File: config.mk
export PLATFORM = sky130hd
export DESIGN_NAME = controller_emulator
export DESIGN_NICKNAME = d
export VERILOG_FILES = /design/src/rtl/controller_emulator.sv
export SDC_FILE = /design/constraint.sdc
export NUM_CORES = 1
export LEC_CHECK = 0
export ABC_AREA = 1
export BUFFER_PORTS_ARGS = -buffer_cell sky130_fd_sc_hd__buf_4
export CORE_MARGIN = 3
export CORE_UTILIZATION = 52
export CTS_CLUSTER_SIZE = 24
export DETAILED_ROUTE_END_ITERATION = 10
export PLACE_DENSITY = 0.81
export SLEW_MARGIN = 20
export SYNTH_ARGS = -nofsm -noshare
export SYNTH_HDL_FRONTEND = slang
export SYNTH_SLANG_ARGS = --single-unit
File: constraint.sdc
create_clock -name clk -period 1.4 [get_ports clk]
set_input_delay 0.28 -clock clk [delete_from_list [all_inputs] [get_ports clk]]
set_output_delay 0.28 -clock clk [all_outputs]
set_load 0.005 [all_outputs]
File: src/rtl/controller_emulator.sv
// controller_emulator: device side of a serial game-controller link (latch/clk in, active-low data out); optional turbo via CONTROLLER_EMULATOR_TURBO_EN
//   ports: clk, rst (async high), buttons_in[N_BITS] (1 = pressed, bit 0 first), controller_clk, controller_latch,
//          controller_data_B (0 = pressed), latch_strobe, frame_done, bit_count; turbo_mask when the macro is defined
module controller_emulator #(
  parameter int   N_BITS      = 8,
  parameter int   SYNC_STAGES = 2,
  parameter logic FILL_B      = 1'b1
`ifdef CONTROLLER_EMULATOR_TURBO_EN
  ,
  parameter int   TURBO_PERIOD = 4
`endif
) (
  input  logic                          clk,
  input  logic                          rst,
  input  logic [N_BITS-1:0]             buttons_in,
`ifdef CONTROLLER_EMULATOR_TURBO_EN
  input  logic [N_BITS-1:0]             turbo_mask,
`endif
  input  logic                          controller_clk,
  input  logic                          controller_latch,
  output logic                          controller_data_B,
  output logic                          latch_strobe,
  output logic                          frame_done,
  output logic [$clog2(N_BITS+1)-1:0]   bit_count
);
  localparam int CW = $clog2(N_BITS+1);
  logic [SYNC_STAGES-1:0] clk_sync_q, clk_sync_d, latch_sync_q, latch_sync_d;
  logic                   clk_prev_q, latch_prev_q, armed_q, armed_d;
  logic                   latch_strobe_q, latch_strobe_d, frame_done_q, frame_done_d;
  logic [N_BITS-1:0]      shift_q, shift_d, load_val;
  logic [CW-1:0]          bit_count_q, bit_count_d;
  logic                   clk_s, latch_s, clk_rise, latch_fall, shift;
`ifdef CONTROLLER_EMULATOR_TURBO_EN
  localparam int TW = $clog2(2*TURBO_PERIOD) > 0 ? $clog2(2*TURBO_PERIOD) : 1;
  logic [TW-1:0] frame_cnt_q, frame_cnt_d;
  // turbo bits are gated off during the second half of each 2*TURBO_PERIOD frame cycle
  always_comb begin
    load_val    = buttons_in & ~(turbo_mask & {N_BITS{frame_cnt_q >= TW'(TURBO_PERIOD)}});
    frame_cnt_d = !latch_fall ? frame_cnt_q : (frame_cnt_q == TW'(2*TURBO_PERIOD-1)) ? '0 : frame_cnt_q + 1'b1;
  end
  always_ff @(posedge clk or posedge rst)
    if (rst) frame_cnt_q <= '0;
    else     frame_cnt_q <= frame_cnt_d;
`else
  assign load_val = buttons_in;
`endif
  assign clk_s    = clk_sync_q[SYNC_STAGES-1];
  assign latch_s  = latch_sync_q[SYNC_STAGES-1];
  assign clk_rise   = clk_s & ~clk_prev_q;
  assign latch_fall = ~latch_s & latch_prev_q;
  // clk edges only count once a latch has been seen, so an idle-high clk at power-up is not a shift
  assign shift    = clk_rise & ~latch_s & armed_q;
  always_comb begin
    clk_sync_d     = {clk_sync_q[SYNC_STAGES-2:0], controller_clk};
    latch_sync_d   = {latch_sync_q[SYNC_STAGES-2:0], controller_latch};
    armed_d        = armed_q | latch_s;
    latch_strobe_d = latch_fall;
    frame_done_d   = shift && bit_count_q == CW'(N_BITS-1);
    shift_d        = latch_s ? ~load_val : shift ? {FILL_B, shift_q[N_BITS-1:1]} : shift_q;
    bit_count_d    = latch_s ? '0 : (shift && bit_count_q != CW'(N_BITS)) ? bit_count_q + 1'b1 : bit_count_q;
  end
  always_ff @(posedge clk or posedge rst)
    if (rst) begin
      clk_sync_q     <= '0;
      latch_sync_q   <= '0;
      clk_prev_q     <= 1'b0;
      latch_prev_q   <= 1'b0;
      armed_q        <= 1'b0;
      latch_strobe_q <= 1'b0;
      frame_done_q   <= 1'b0;
      shift_q        <= '1;
      bit_count_q    <= '0;
    end else begin
      clk_sync_q     <= clk_sync_d;
      latch_sync_q   <= latch_sync_d;
      clk_prev_q     <= clk_s;
      latch_prev_q   <= latch_s;
      armed_q        <= armed_d;
      latch_strobe_q <= latch_strobe_d;
      frame_done_q   <= frame_done_d;
      shift_q        <= shift_d;
      bit_count_q    <= bit_count_d;
    end
  assign controller_data_B = shift_q[0];
  assign latch_strobe      = latch_strobe_q;
  assign frame_done        = frame_done_q;
  assign bit_count         = bit_count_q;
endmodule

==> out/results.tsv, run 1 <==
stage	metric	value	unit
layout	antenna_cells	0	
synthesis	netlist_area	948	um^2
place	dp_hpwl	1290	um
detailed_routing	vias	749	
synthesis	async_reset_ff_share	100	%
sta	fin_skew	0.00470	ns
global_route	antenna_found_initial	0	
sta	drv_slew	0	
synthesis	yosysWarnings	0	
synthesis	ys_seq_elements	21	
synthesis	yosysMostFrequentCell	nand2_1	
sta	fmax	0.820	GHz
die	start_util	58.9	%
place	portBuffers	18	
die	die-area	2370	um^2
detailed_routing	firstDrtPassIters	5	
die	num_rows	14	
synthesis	synth_edf_count	0	
worst_setup_path	endpoint	controller_data_B	
worst_setup_path	endpoint_kind	primary output	
synthesis	synthesis.instances	105	
clock_tree	cts_resized	0	
power	power_density	998	nW/um^2
job	maxCapViolCount	0	
detailed_routing	routed_wl	1710	um
die	core	1610	um^2
global_route	grt_max_degree	22	
global_route	grtUsageTotal	16.4	%
worst_setup_path	rr_endpoint	bit_count[0]	
detailed_routing	route.detailed.wl_per_inst	11.3	um
synthesis	yosys.area.top_type_share	34.3	%
sta	maxSlewHeadroom	70.1	%
layout	postLayoutCellArea	1140	um^2
run_status	outcome	completed	
layout	area_growth_syn_to_layout	20.7	%
power	p_leak	0.583	nW
global_route	grt_pass1_vias	725	
sta	setup_viol	0	
clock_tree	clock_sinks	21	
layout	nets	142	
worst_setup_path	cpLargestDelayFamily	flip-flops	
sta	post-route-period-util	87.1	%
detailed_routing	ant_nets	0	
worst_setup_path	crit_path_max_incr_delay	0.55	ns
clock_tree	clk_pin_slew	0.11	ns
synthesis	syn_avg_cell_area	9.03	um^2
worst_setup_path	crit_start	shift_q[0]	
power	ir_drop	0.000636	V
clock_tree	holdBufCountCts	0	
sta	rsz0062_at_grt	false	
die	dieWidth	48.7	um
sta	setup_tns	0	ns
synthesis	yosysSeqAreaShare	56.5	%
clock_tree	h-tree-depth	1	
worst_setup_path	start_kind	flop	
sta	post-route-min-period	1.22	ns
worst_setup_path	path_cells	buf_4	
clock_tree	post-cts-setup-buffers	0	
layout	fillers	126	
clock_tree	clkLatencyLatePin	0.29	ns
worst_setup_path	critical_path_buf_inv_count	1	
synthesis	yosysTopAreaCell	dfrtp_1	
worst_setup_path	r2r_setup_slack	0.20	ns
worst_setup_path	reg2reg_depth	7	
worst_setup_path	crit-reg2reg-launch	bit_count[0]	
clock_tree	cts_buffers	3	
detailed_routing	drt_iter0_drc	11	
worst_setup_path	cp.required	1.12	ns
synthesis	yosys-top-cells-count	nand2_1, dfrtp_1, inv_1, nand3_1, dfstp_2	
worst_setup_path	critPathMaxFanout	2	
global_route	grt_pass1_wl	3030	um
worst_setup_path	critical_path_class	reg2out	
clock_tree	clk_path_buf_depth	2	
detailed_routing	vias_per_cell	4.96	
sta	hold_viol	0	
sta	worst_slew_pin_slew	0.448	ns
global_route	gr-total-overflow	0	
clock_tree	cts_root_buf	clkbuf_4	
layout	drive_gt1_share	31.5	%
die	die_h	48.7	um
hold_path	hp-class	in2async	
worst_setup_path	cp_slowest_cell	dfstp_2	
worst_setup_path	crit_arrival	0.94	ns
die	io_pins	19	
synthesis	synthTopCellsByArea	dfrtp_1, dfstp_2, nand2_1	
synthesis	yosysUniqueCellTypes	19	
worst_setup_path	crit_cells	1	
place	placed_cell_area	1120	um^2
detailed_routing	drc	0	
synthesis	synth_ff_type	dfrtp_1	
clock_tree	cts_tree	built	
synthesis	syn-num-nets	119	
place	gp_congestion	0.808	
## placed cells by master (no fill, tap or decap), types with 2 or more instances in the layout
cell type / n
nand2_1: 37
buf_4: 19
dfrtp_1: 13
inv_1: 10
nand3_1: 10
dfstp_2: 8
nor2_1: 7
o21ai_2: 4
o21ai_1: 3
clkbuf_4: 3
ha_1: 2
## cell type report
type / count / area, um^2 / area share, %
Clock buffer: 4 / 26.3 / 2.30
Inverter: 11 / 41.3 / 3.61
Multi-Input combinational cell: 71 / 349 / 30.5
Sequential cell: 21 / 536 / 46.8
Tap cell: 24 / 30.0 / 2.62
Timing Repair Buffer: 20 / 163 / 14.2
## metal layers
layer | GRT usage (%) | share of wire, % | wire length, um
met1 | 18.2 | 43 | 738
met2 | 30.3 | 51 | 876
met3 | 3.07 | 4.6 | 78
met4 | 7.11 | 1.1 | 19
met5 | 0 | 0 | 0
## worst min-delay path by stage
stage / endpoint / slack [ns] / depth (start not counted)
after floorplan: armed_q / 0.25 / 1
after global placement: latch_sync_q[0] / 0.33 / 3
after detailed placement: latch_sync_q[0] / 0.33 / 3
after CTS: latch_sync_q[0] / 0.008 / 3
after global routing: bit_count[3] / 0.02 / 3
final: bit_count[3] / 0.001 / 3
## kinds of logic after synthesis
kind of cell,count (synthesis),share of synthesized area [%]
AO/OA/AOI/OAI,9,6.60
AND/OR/NAND/NOR,60,27.6
adder cells (fa/ha/maj),2,2.64
flip-flops,21,56.5
buffers and inverters,13,6.73
## registers in the layout (all words and copies together), names as in the netlist
signal	cells
shift_q	8
bit_count	4
clk_sync_q	2
latch_sync_q	2
armed_q	1
clk_prev_q	1
frame_done	1
latch_prev_q	1
latch_strobe	1
## power breakdown
part           switching, W  internal (W)  leakage, nW  total (W)
clock              0.000168      0.000111       0.0150   0.000279
sequential        0.0000282      0.000674        0.245   0.000703
combinational     0.0000845     0.0000764        0.323   0.000161
## per-stage QoR
step / util, % / total power (W) / hold WS, ns / instances / setup slack, ns
global placement: 69.4 / 0.000867 / 0.327 / 147 / 0.263
finish: 71.0 / 0.00114 / 0.00110 / 151 / 0.180
detailed placement: 69.4 / 0.000878 / 0.334 / 147 / 0.203
global route: 71.0 / 0.00121 / 0.0155 / 151 / 0.110
floorplan: - / 0.000808 / 0.251 / 105 / 0.290
CTS: 71.0 / 0.00115 / 0.00786 / 151 / 0.174
Note: power is estimated with default switching activity, not from simulation.
==> run 2, diff against run 1 <==
ABC_AREA = 0   (was 1)
CORE_UTILIZATION = 51   (was 52)
PLACE_DENSITY = 0.8   (was 0.81)
==> out/results.tsv, run 2 <==
stage	metric	value	unit	change
run_status	outcome	completed		
worst_setup_path	critical_path_class	reg2reg		
clock_tree	clock_sinks	21		unchanged
clock_tree	h-tree-depth	1		unchanged
detailed_routing	vias_per_cell	5.15		+3.8%
power	clockPowerShare	24.8	%	+0.4 points
global_route	antenna_found_initial	0		unchanged
power	total_power	0.00112	W	-1.8%
clock_tree	clk_pin_slew	0.11	ns	about the same
synthesis	yosysWarnings	0		unchanged
synthesis	netlist_area	888	um^2	-6.3%
synthesis	yosysMostFrequentCell	mux2i_1		
synthesis	yosys.area.top_type_share	36.6	%	+2.3 points
sta	fmax	0.731	GHz	-11%
worst_setup_path	cp.required	1.59	ns	+0.47 ns
worst_setup_path	start_kind	flop		
synthesis	yosysSeqAreaShare	60.3	%	+3.8 points
clock_tree	cts_tree	built		
power	power_density	970	nW/um^2	-2.7%
layout	largest_reg_flops	8		unchanged
power	p_leak	0.562	nW	-3.7%
synthesis	synth_edf_count	0		unchanged
detailed_routing	ant_nets	0		unchanged
global_route	grt_max_degree	17		-23%
layout	fillers	117		-7.1%
place	gp_congestion	0.743		-8.1%
clock_tree	clk_path_buf_depth	2		unchanged
sta	drv_slew	0		unchanged
worst_setup_path	endpoint_kind	flop		
synthesis	yosysUniqueCellTypes	24		+5
die	num_rows	14		unchanged
die	die_h	47.7	um	-2.0%
synthesis	ys_seq_elements	21		unchanged
sta	setup_viol	0		unchanged
layout	area_growth_syn_to_layout	30.1	%	
worst_setup_path	rr_endpoint	bit_count[1]		
die	die-area	2280	um^2	-3.9%
power	ir_drop	0.000616	V	-3.3%
sta	maxSlewHeadroom	82.6	%	+12 points
die	core	1580	um^2	-2.2%
global_route	grtUsageTotal	15.2	%	-1.2 points
synthesis	synthesis.instances	64		-39%
sta	post-route-period-util	97.7	%	+11 points
worst_setup_path	critPathMaxFanout	4		+2
job	maxCapViolCount	0		unchanged
synthesis	yosys-top-cells-count	mux2i_1, dfrtp_1, dfstp_2, inv_1, nand2b_1		
layout	final_common_cell	buf_4		
place	portBuffers	18		unchanged
clock_tree	clkLatencyLatePin	0.29	ns	about the same
worst_setup_path	reg2reg_depth	4		-3
power	swShare	22.8	%	-1.7 points
detailed_routing	drt_iter0_drc	5		-6
sta	worst_slew_pin_slew	0.261	ns	-0.187 ns
global_route	gr-total-overflow	0		unchanged
synthesis	yosysTopAreaCell	dfrtp_1		
power	p_int	0.000866	W	+0.49%
worst_setup_path	crit-reg2reg-launch	clk_prev_q		
hold_path	hold_start	controller_latch		
die	start_util	56.3	%	-2.5 points
place	placed_cell_area	1080	um^2	-3.5%
sta	fin_skew	0.00428	ns	-0.000412 ns
clock_tree	cts_buffers	3		unchanged
power	p_seq_share	61.3	%	-0.2 points
layout	postLayoutCellArea	1160	um^2	+0.98%
sta	rsz0062_at_grt	true		
global_route	grt_pass1_vias	552		-24%
synthesis	syn_avg_cell_area	13.9	um^2	+54%
sta	hold_viol	0		unchanged
detailed_routing	route.detailed.wl_per_inst	13.0	um	+15%
layout	final_cell_mix	buf_4, mux2i_1, dfrtp_1		
synthesis	synth_ff_type	dfrtp_1		
power	comb_power_share	13.9	%	-0.2 points
synthesis	syn-num-nets	78		-34%
worst_setup_path	crit_arrival	1.56	ns	+0.62 ns
clock_tree	cts_root_buf	clkbuf_4		
synthesis	async_reset_ff_share	100	%	unchanged
detailed_routing	routed_wl	1420	um	-17%
die	io_pins	19		unchanged
worst_setup_path	r2r_setup_slack	0.03	ns	-0.17 ns
global_route	grt_pass1_wl	2350	um	-23%
place	dp_hpwl	1010	um	-22%
layout	antenna_cells	0		unchanged
synthesis	synthTopCellsByArea	dfrtp_1, dfstp_2, mux2i_1		
die	dieWidth	47.7	um	-2.0%
layout	drive_gt1_share	48.4	%	+17 points
hold_path	hold_depth	1		
detailed_routing	firstDrtPassIters	4		-1
sta	post-route-min-period	1.37	ns	+0.148 ns
detailed_routing	vias	561		-25%
hold_path	hp-class	in2reg		
hold_path	whs_endpoint	latch_sync_q[0]		
layout	nets	108		-24%
detailed_routing	drc	0		unchanged
layout	multi_input_area	324	um^2	-7.2%
layout	regArea	536	um^2	unchanged
power	power.switching	0.000256	W	-8.8%
layout	top_register	shift_q		
## run 2: cell types whose count changed after synthesis, sizes merged, moves of 3 or more
cell / change
nand2b: +3
inv: -8
mux2i: +15
o21ai: -6
nand3: -9
nand2: -37
nor2: -7
## run 2: power by group through the flow
stage           logic, W  registers, W  clock network (W)
2_1_floorplan  0.0000775      0.000697                  0
3_3_place_gp    0.000139      0.000696                  0
3_5_place_dp    0.000144      0.000698                  0
4_1_cts         0.000152      0.000687           0.000292
5_1_grt         0.000175      0.000693           0.000324
6_report        0.000156      0.000688           0.000278
## run 2: area by class of cell
cell class / instances / share of cell area [%]
clock inverter: 1 / 0.433
tap: 16 / 1.73
timing repair buffer: 28 / 20.6
sequential: 21 / 46.3
clock buffer: 3 / 1.95
inverter: 3 / 0.974
multi-input combinational: 37 / 28.0
## run 2: stage by stage
| stage | util [%] | hold slack (ns) | setup WS (ns) | setup TNS [ns] | std cells |
|---|---|---|---|---|---|
| 2_1_floorplan | - | 0.251 | 0.0579 | 0 | 64 |
| 3_5_place_dp | 68.5 | 0.232 | 0.0139 | 0 | 101 |
| 3_3_place_gp | 68.5 | 0.222 | 0.0529 | 0 | 101 |
| 5_1_grt | 73.3 | 0.0542 | -0.0266 | -0.0987 | 109 |
| 6_report | 73.3 | 0.0799 | 0.0320 | 0 | 109 |
| 4_1_cts | 72.1 | 0.0715 | 0.0339 | 0 | 107 |
## run 2: worst max-delay path by stage
stage / from / end / slack [ns] / cells after the start
finish: clk_prev_q / bit_count[1] / 0.03 / 4
global route: clk_prev_q / shift_q[3] / -0.03 / 5
CTS: latch_sync_q[1] / bit_count[1] / 0.03 / 4
detailed placement: latch_sync_q[1] / bit_count[1] / 0.01 / 4
global placement: latch_sync_q[1] / bit_count[1] / 0.05 / 4
floorplan: latch_sync_q[1] / bit_count[1] / 0.06 / 4
## run 2: critical path, cell delays in order (launching register included)
cell and delay [ns]:
dfrtp_1 0.39, nor4bb_2 0.29, buf_4 0.20, o21ai_2 0.08, mux2_4 0.30
## run 2: what timing repair did
item	CTS	global route
pin swaps	0	1
setup endpoints to repair	1	5
hold buffers	1	0
buffers inserted	1	2
resized for setup	0	1
hold endpoints to repair	3	0
## run 2: logic make-up (layout without fill, tap and decap cells)
family / after synthesis / in the layout / synth area share (%)
flops: 21 / 21 / 60.3
buf+inv: 6 / 35 / 4.37
compound gates: 6 / 6 / 4.51
xor+xnor: 1 / 1 / 0.986
simple gates: 12 / 12 / 8.45
fa+ha+maj: 2 / 2 / 2.82
mux: 16 / 16 / 18.6
## run 2: metal layers
layer | global-route usage [%] | part of all wire, %
met1 | 20.0 | 43
met2 | 23.5 | 51
met3 | 3.38 | 4.6
met4 | 8.06 | 0.85
met5 | 0 | 0
